## config.mk

```make
export PLATFORM = sky130hd
export DESIGN_NAME = downsizing
export DESIGN_NICKNAME = d
export VERILOG_FILES = /design/src/rtl/downsizing.sv
export SDC_FILE = /design/constraint.sdc
export NUM_CORES = 1
export LEC_CHECK = 0
export CORE_ASPECT_RATIO = 0.8
export CORE_MARGIN = 2
export CORE_UTILIZATION = 30
export CTS_BUF_LIST = sky130_fd_sc_hd__clkbuf_8
export CTS_CLUSTER_DIAMETER = 40
export CTS_CLUSTER_SIZE = 20
export DETAILED_ROUTE_END_ITERATION = 7
export HOLD_SLACK_MARGIN = 0.12
export PLACE_DENSITY = 0.55
export SETUP_SLACK_MARGIN = 0.4
export SYNTH_ARGS = -nofsm -noshare
export SYNTH_HDL_FRONTEND = slang
export SYNTH_SLANG_ARGS = --single-unit
```

## constraint.sdc

```tcl
create_clock -name aclk -period 1.5 [get_ports aclk]
set_input_delay 0.3 -clock aclk [delete_from_list [all_inputs] [get_ports aclk]]
set_output_delay 0.3 -clock aclk [all_outputs]
set_load 0.01 [all_outputs]
```

## src/rtl/downsizing.sv

```systemverilog
// Stream width converter 2W -> W: each input word leaves as two beats, upper half first.
// Optional DOWNSIZING_SINGLE_EN: honour in_tsingle so a word can emit only its upper half.
module downsizing #(
    parameter int W = 40
) (
    input  logic           aclk,
    input  logic           areset,
    input  logic [2*W-1:0] in_tdata,
    input  logic           in_tvalid,
    input  logic           in_tlast,
    input  logic           in_tsingle,
    output logic           in_tready,
    output logic [W-1:0]   out_tdata,
    output logic           out_tvalid,
    output logic           out_tlast,
    input  logic           out_tready
);

    // Handshake: a transfer happens on a rising edge where valid & ready are both 1;
    // a source holds data/last stable while valid is high and ready is low.

    typedef enum logic [1:0] {
        EMPTY = 2'd0,
        UPPER = 2'd1,
        LOWER = 2'd2
    } phase_t;

    phase_t         phase;
    logic [W-1:0]   hold_lo;
    logic           last;
    logic           single;

    logic           single_in;
    logic           final_beat;
    logic           in_xfer;
    logic           out_xfer;

`ifdef DOWNSIZING_SINGLE_EN
    assign single_in = in_tsingle;
`else
    logic unused_single;
    assign unused_single = in_tsingle;
    assign single_in     = 1'b0;
`endif

    assign final_beat = (phase == LOWER) || (phase == UPPER && single);
    // Combinational out_tready -> in_tready path lets a new word land on the final beat.
    assign in_tready  = !areset && ((phase == EMPTY) || (final_beat && out_tready));
    assign in_xfer    = in_tvalid && in_tready;
    assign out_xfer   = out_tvalid && out_tready;

    // The upper half goes straight into the output register, so only the lower half is held.
    always_ff @(posedge aclk) begin
        if (areset) begin
            phase      <= EMPTY;
            hold_lo    <= '0;
            last       <= 1'b0;
            single     <= 1'b0;
            out_tdata  <= '0;
            out_tvalid <= 1'b0;
            out_tlast  <= 1'b0;
        end else if (in_xfer) begin
            phase      <= UPPER;
            hold_lo    <= in_tdata[W-1:0];
            last       <= in_tlast;
            single     <= single_in;
            out_tdata  <= in_tdata[2*W-1:W];
            out_tvalid <= 1'b1;
            out_tlast  <= in_tlast && single_in;
        end else if (out_xfer) begin
            if (!final_beat) begin
                phase     <= LOWER;
                out_tdata <= hold_lo;
                out_tlast <= last;
            end else begin
                phase      <= EMPTY;
                out_tvalid <= 1'b0;
                out_tlast  <= 1'b0;
            end
        end
    end

endmodule

```

==> results <==
- The flow ran to the end, and the final reports show no timing, DRC or antenna violations.
- The biggest area contributor in the post-synthesis netlist is sky130_fd_sc_hd__dfxtp_1.
- In this run the power density over the cells is 825 nW/µm².
- After synthesis, the cell types taking the most area are sky130_fd_sc_hd__dfxtp_1 (43%), sky130_fd_sc_hd__a311oi_1 (8.8%), sky130_fd_sc_hd__o31ai_1 (7.7%), sky130_fd_sc_hd__nand4_1 (6.4%), sky130_fd_sc_hd__nor4_1 (6.3%).
- The initial detailed-routing violation count is 388.
- The startpoint class of the critical path is a register.
- The routed layout has 4584 vias.
- The area overhead of the layout relative to synthesis is 75.0%.
- The total number of placement rows is 37.
- The number of flops mapped to enable cells by yosys is 0.
- The share of the Yosys chip area taken by registers is 0.428.
- The pin slew with the least headroom to its limit is 679 ps.
- The sequential cell fraction of total power is 0.439.
- The remaining number of nets flagged by the antenna check after routing is 0.
- The clock latency reported for the late side of the worst-skew pair is 360 ps.
- The floorplan die width is 133 µm.
- The congestion estimate from routability-driven global placement came to 0.718.
- The required arrival time at the worst endpoint is 1200 ps.
- The length of the first detailed-routing pass in iterations is 6.
- The net switching power of the design is 1690 µW.
- The total wire length is 16600 µm.
- The area of the mapped netlist is 3980 µm².
- Of all flip-flops after synthesis, the portion carrying an async set or reset was 0.
- The total clock sinks is 85.
- The final-report max-slew violation count is 0.
- The number of antenna violations at the first check in global routing came to 0.
- Pin placement for this block handled 129 I/O pins.
- Setup violations remaining at the end of the flow were counted as 0.
- The via count of the first global-routing pass came to 4288.
- The cell at the root of the clock tree is sky130_fd_sc_hd__clkbuf_8.
- The number of input and output port buffers inserted is 127.
- The most used flip-flop cell after synthesis is sky130_fd_sc_hd__dfxtp_1.
- The clock tree buffer depth is 2.
- In this run the critical register-to-register path is launched from phase[0].
- The cell-internal power is 4060 µW.
- Of the total power, the share spent switching nets is 0.293.
- The overall routing resource usage is 0.209.
- Synthesis produced a netlist whose cell count is 465.
- The worst hold-check path type is in -> reg.
- The routed length per instance is 21.5 µm.
- The count of different cell masters after synthesis is 27.
- For this design the static power due to leakage is 0.00222 µW.
- IR analysis of the VDD net gives a maximum drop of 0.476 mV.
- The hold violation count in the final report was 0.
- For this run, the number of Yosys warnings is 0.
- The synthesized netlist net count is 551.
- The total overflow left after global routing is 0.
- The hold buffer count at cts is 0.
- Setup repair after global routing could not meet its margin everywhere.
- The share of total power dissipated in combinational logic is 0.274.
- The detail-routed via count per cell is 5.95.
- Averaged over all synthesized cells, the footprint is 8.56 µm².
- The die is 107 µm tall.
- The start point of the critical path is phase[0].
- Summing all flip-flop and latch instances after layout gives 1760 µm².
- Fill cells in the final layout number 1121.
- The CTS buffer count is 9.
- Once layout is complete, the utilization of the core stands at 0.539.
- Along the worst path, the maximum fanout reaches 2.
- Dividing the final minimum period by the clock period gives 0.991.
- After layout, the minimum clock period comes to 1490 ps.
- The final cell count without fillers is 771.
- Of the post-synthesis cell area, the dominant cell type holds 0.428.
- The effective utilization at floorplan is 0.308.
- TritonCTS built the clock tree.
- The core region is 12900 µm².
- The number of placed instances, taps included is 730.
- Between clock sinks in the finished design, the worst skew comes to 9.31 ps.
- The die area is 14200 µm².
- The half-perimeter wire length of the detailed placement result is 8850 µm.
- The number of max-cap violations is 0.
- The upper clock frequency limit is 673 MHz.
- In the final layout, the share of cells above drive strength 1 is 0.423.
- The repair_antennas step left the layout with diodes totalling 0.
- Leaving out fill and tap cells, the most frequent cell in the layout is sky130_fd_sc_hd__clkdlybuf4s50_1.
- After the last flow step, the layout net total stands at 678.
- The critical path is of the reg -> out type.
- The launch point of the worst hold path is in_tvalid.
- The global-route wire length before repair is 23500 µm.
- The clock-pin slew on the worst setup and hold paths is 80 ps.
- The critical path arrival is 1190 ps.
- In the routed design, unresolved DRC markers number 0.
- The worst slack on hold paths is 420 ps.
- The normalized max-slew margin is 0.548.
- The largest net degree at the start of global routing is 86.
- In the layout the commonest cells are sky130_fd_sc_hd__clkdlybuf4s50_1 (81), sky130_fd_sc_hd__buf_6 (53), sky130_fd_sc_hd__a21oi_1 (44), sky130_fd_sc_hd__dfxtp_1 (44).
- The worst setup path is captured at an output pin.
- The total number of H-tree levels is 3.
- The part of the power in the clock network is 0.286.
- In the final layout, the multi-input gates occupy 2600 µm².
- In this run, synthesis produced a sequential element count of 85.
sequential cells by signal, indices dropped and copies added (netlist names):
register / cells
out_tlast: 1
out_tvalid: 1
out_tdata: 40
hold_lo: 40
last: 1
phase: 2
metal layers:
metal / wire length, µm / vias up / track usage / share of wire
li1: - / 2099 / - / -
met1: 7640 / 2263 / 0.305 / 0.46
met2: 7510 / 205 / 0.315 / 0.45
met3: 1250 / 17 / 0.0482 / 0.076
met4: 190 / 0 / 0.0422 / 0.011
met5: 0 / - / 0 / 0
repair_timing:
action / CTS / global route
setup buffers: 2 / 9
gates resized for setup: 72 / 296
gates cloned: 5 / 10
setup endpoints to repair: 128 / 128
pin swaps: 3 / 28
cells in the mapped netlist, drive strengths merged (2+ instances only):
cell,count
a21oi,44
a311oi,40
and2b,2
buf,32
clkbuf,40
dfxtp,85
inv,2
nand2,3
nand2b,3
nand3,42
nand4,41
nor2,4
nor4,40
o21ai,40
o31ai,41
path summary, 6_finish.rpt:
path	end	cells after the start	slack (ps)
setup reg to reg	hold_lo[21]	5	20
setup / recovery	in_tready	3	10
hold reg to reg	hold_lo[22]	2	470
hold / removal	out_tlast	3	420
critical path, cell delays in order (launching register included):
cell and delay [ps]:
sky130_fd_sc_hd__dfxtp_2 330, sky130_fd_sc_hd__or2_4 240, sky130_fd_sc_hd__nor2_4 130, sky130_fd_sc_hd__buf_6 120
through the flow:
step / power, µW / TNS [ps] / setup WS (ps) / area [µm²]
2_1_floorplan: 3120 / 0 / 207 / 4250
3_3_place_gp: 3700 / -27460 / -587 / 5690
3_5_place_dp: 3710 / -30270 / -562 / 5690
4_1_cts: 5400 / 0 / 8.41 / 6070
5_1_grt: 5960 / -159 / -33.2 / 6970
6_report: 5740 / 0 / 13.2 / 6970
logic make-up (layout without fill, tap and decap cells):
| group | after synthesis | in the layout | share of synthesized area |
|---|---|---|---|
| AOI/OAI and AO/OA | 168 | 168 | 0.277 |
| buffers and inverters | 74 | 205 | 0.0943 |
| DFF | 85 | 85 | 0.428 |
| and+or+nand+nor | 138 | 138 | 0.202 |
cell type report:
type | instances | share of cell area
clock inverter | 4 | 0.00593
tap | 175 | 0.0314
clock buffer | 11 | 0.0217
multi-input combinational | 306 | 0.373
timing repair buffer | 188 | 0.314
inverter | 2 | 0.00126
sequential | 85 | 0.252
power groups by stage:
stage	Combinational, µW	Sequential, µW	Clock [µW]
floorplan	558	2560	0
finish	1580	2520	1640
global placement	1170	2530	0
global route	1670	2540	1750
detailed placement	1180	2530	0
CTS	1250	2480	1670
Power figures use the tool's default switching activity.
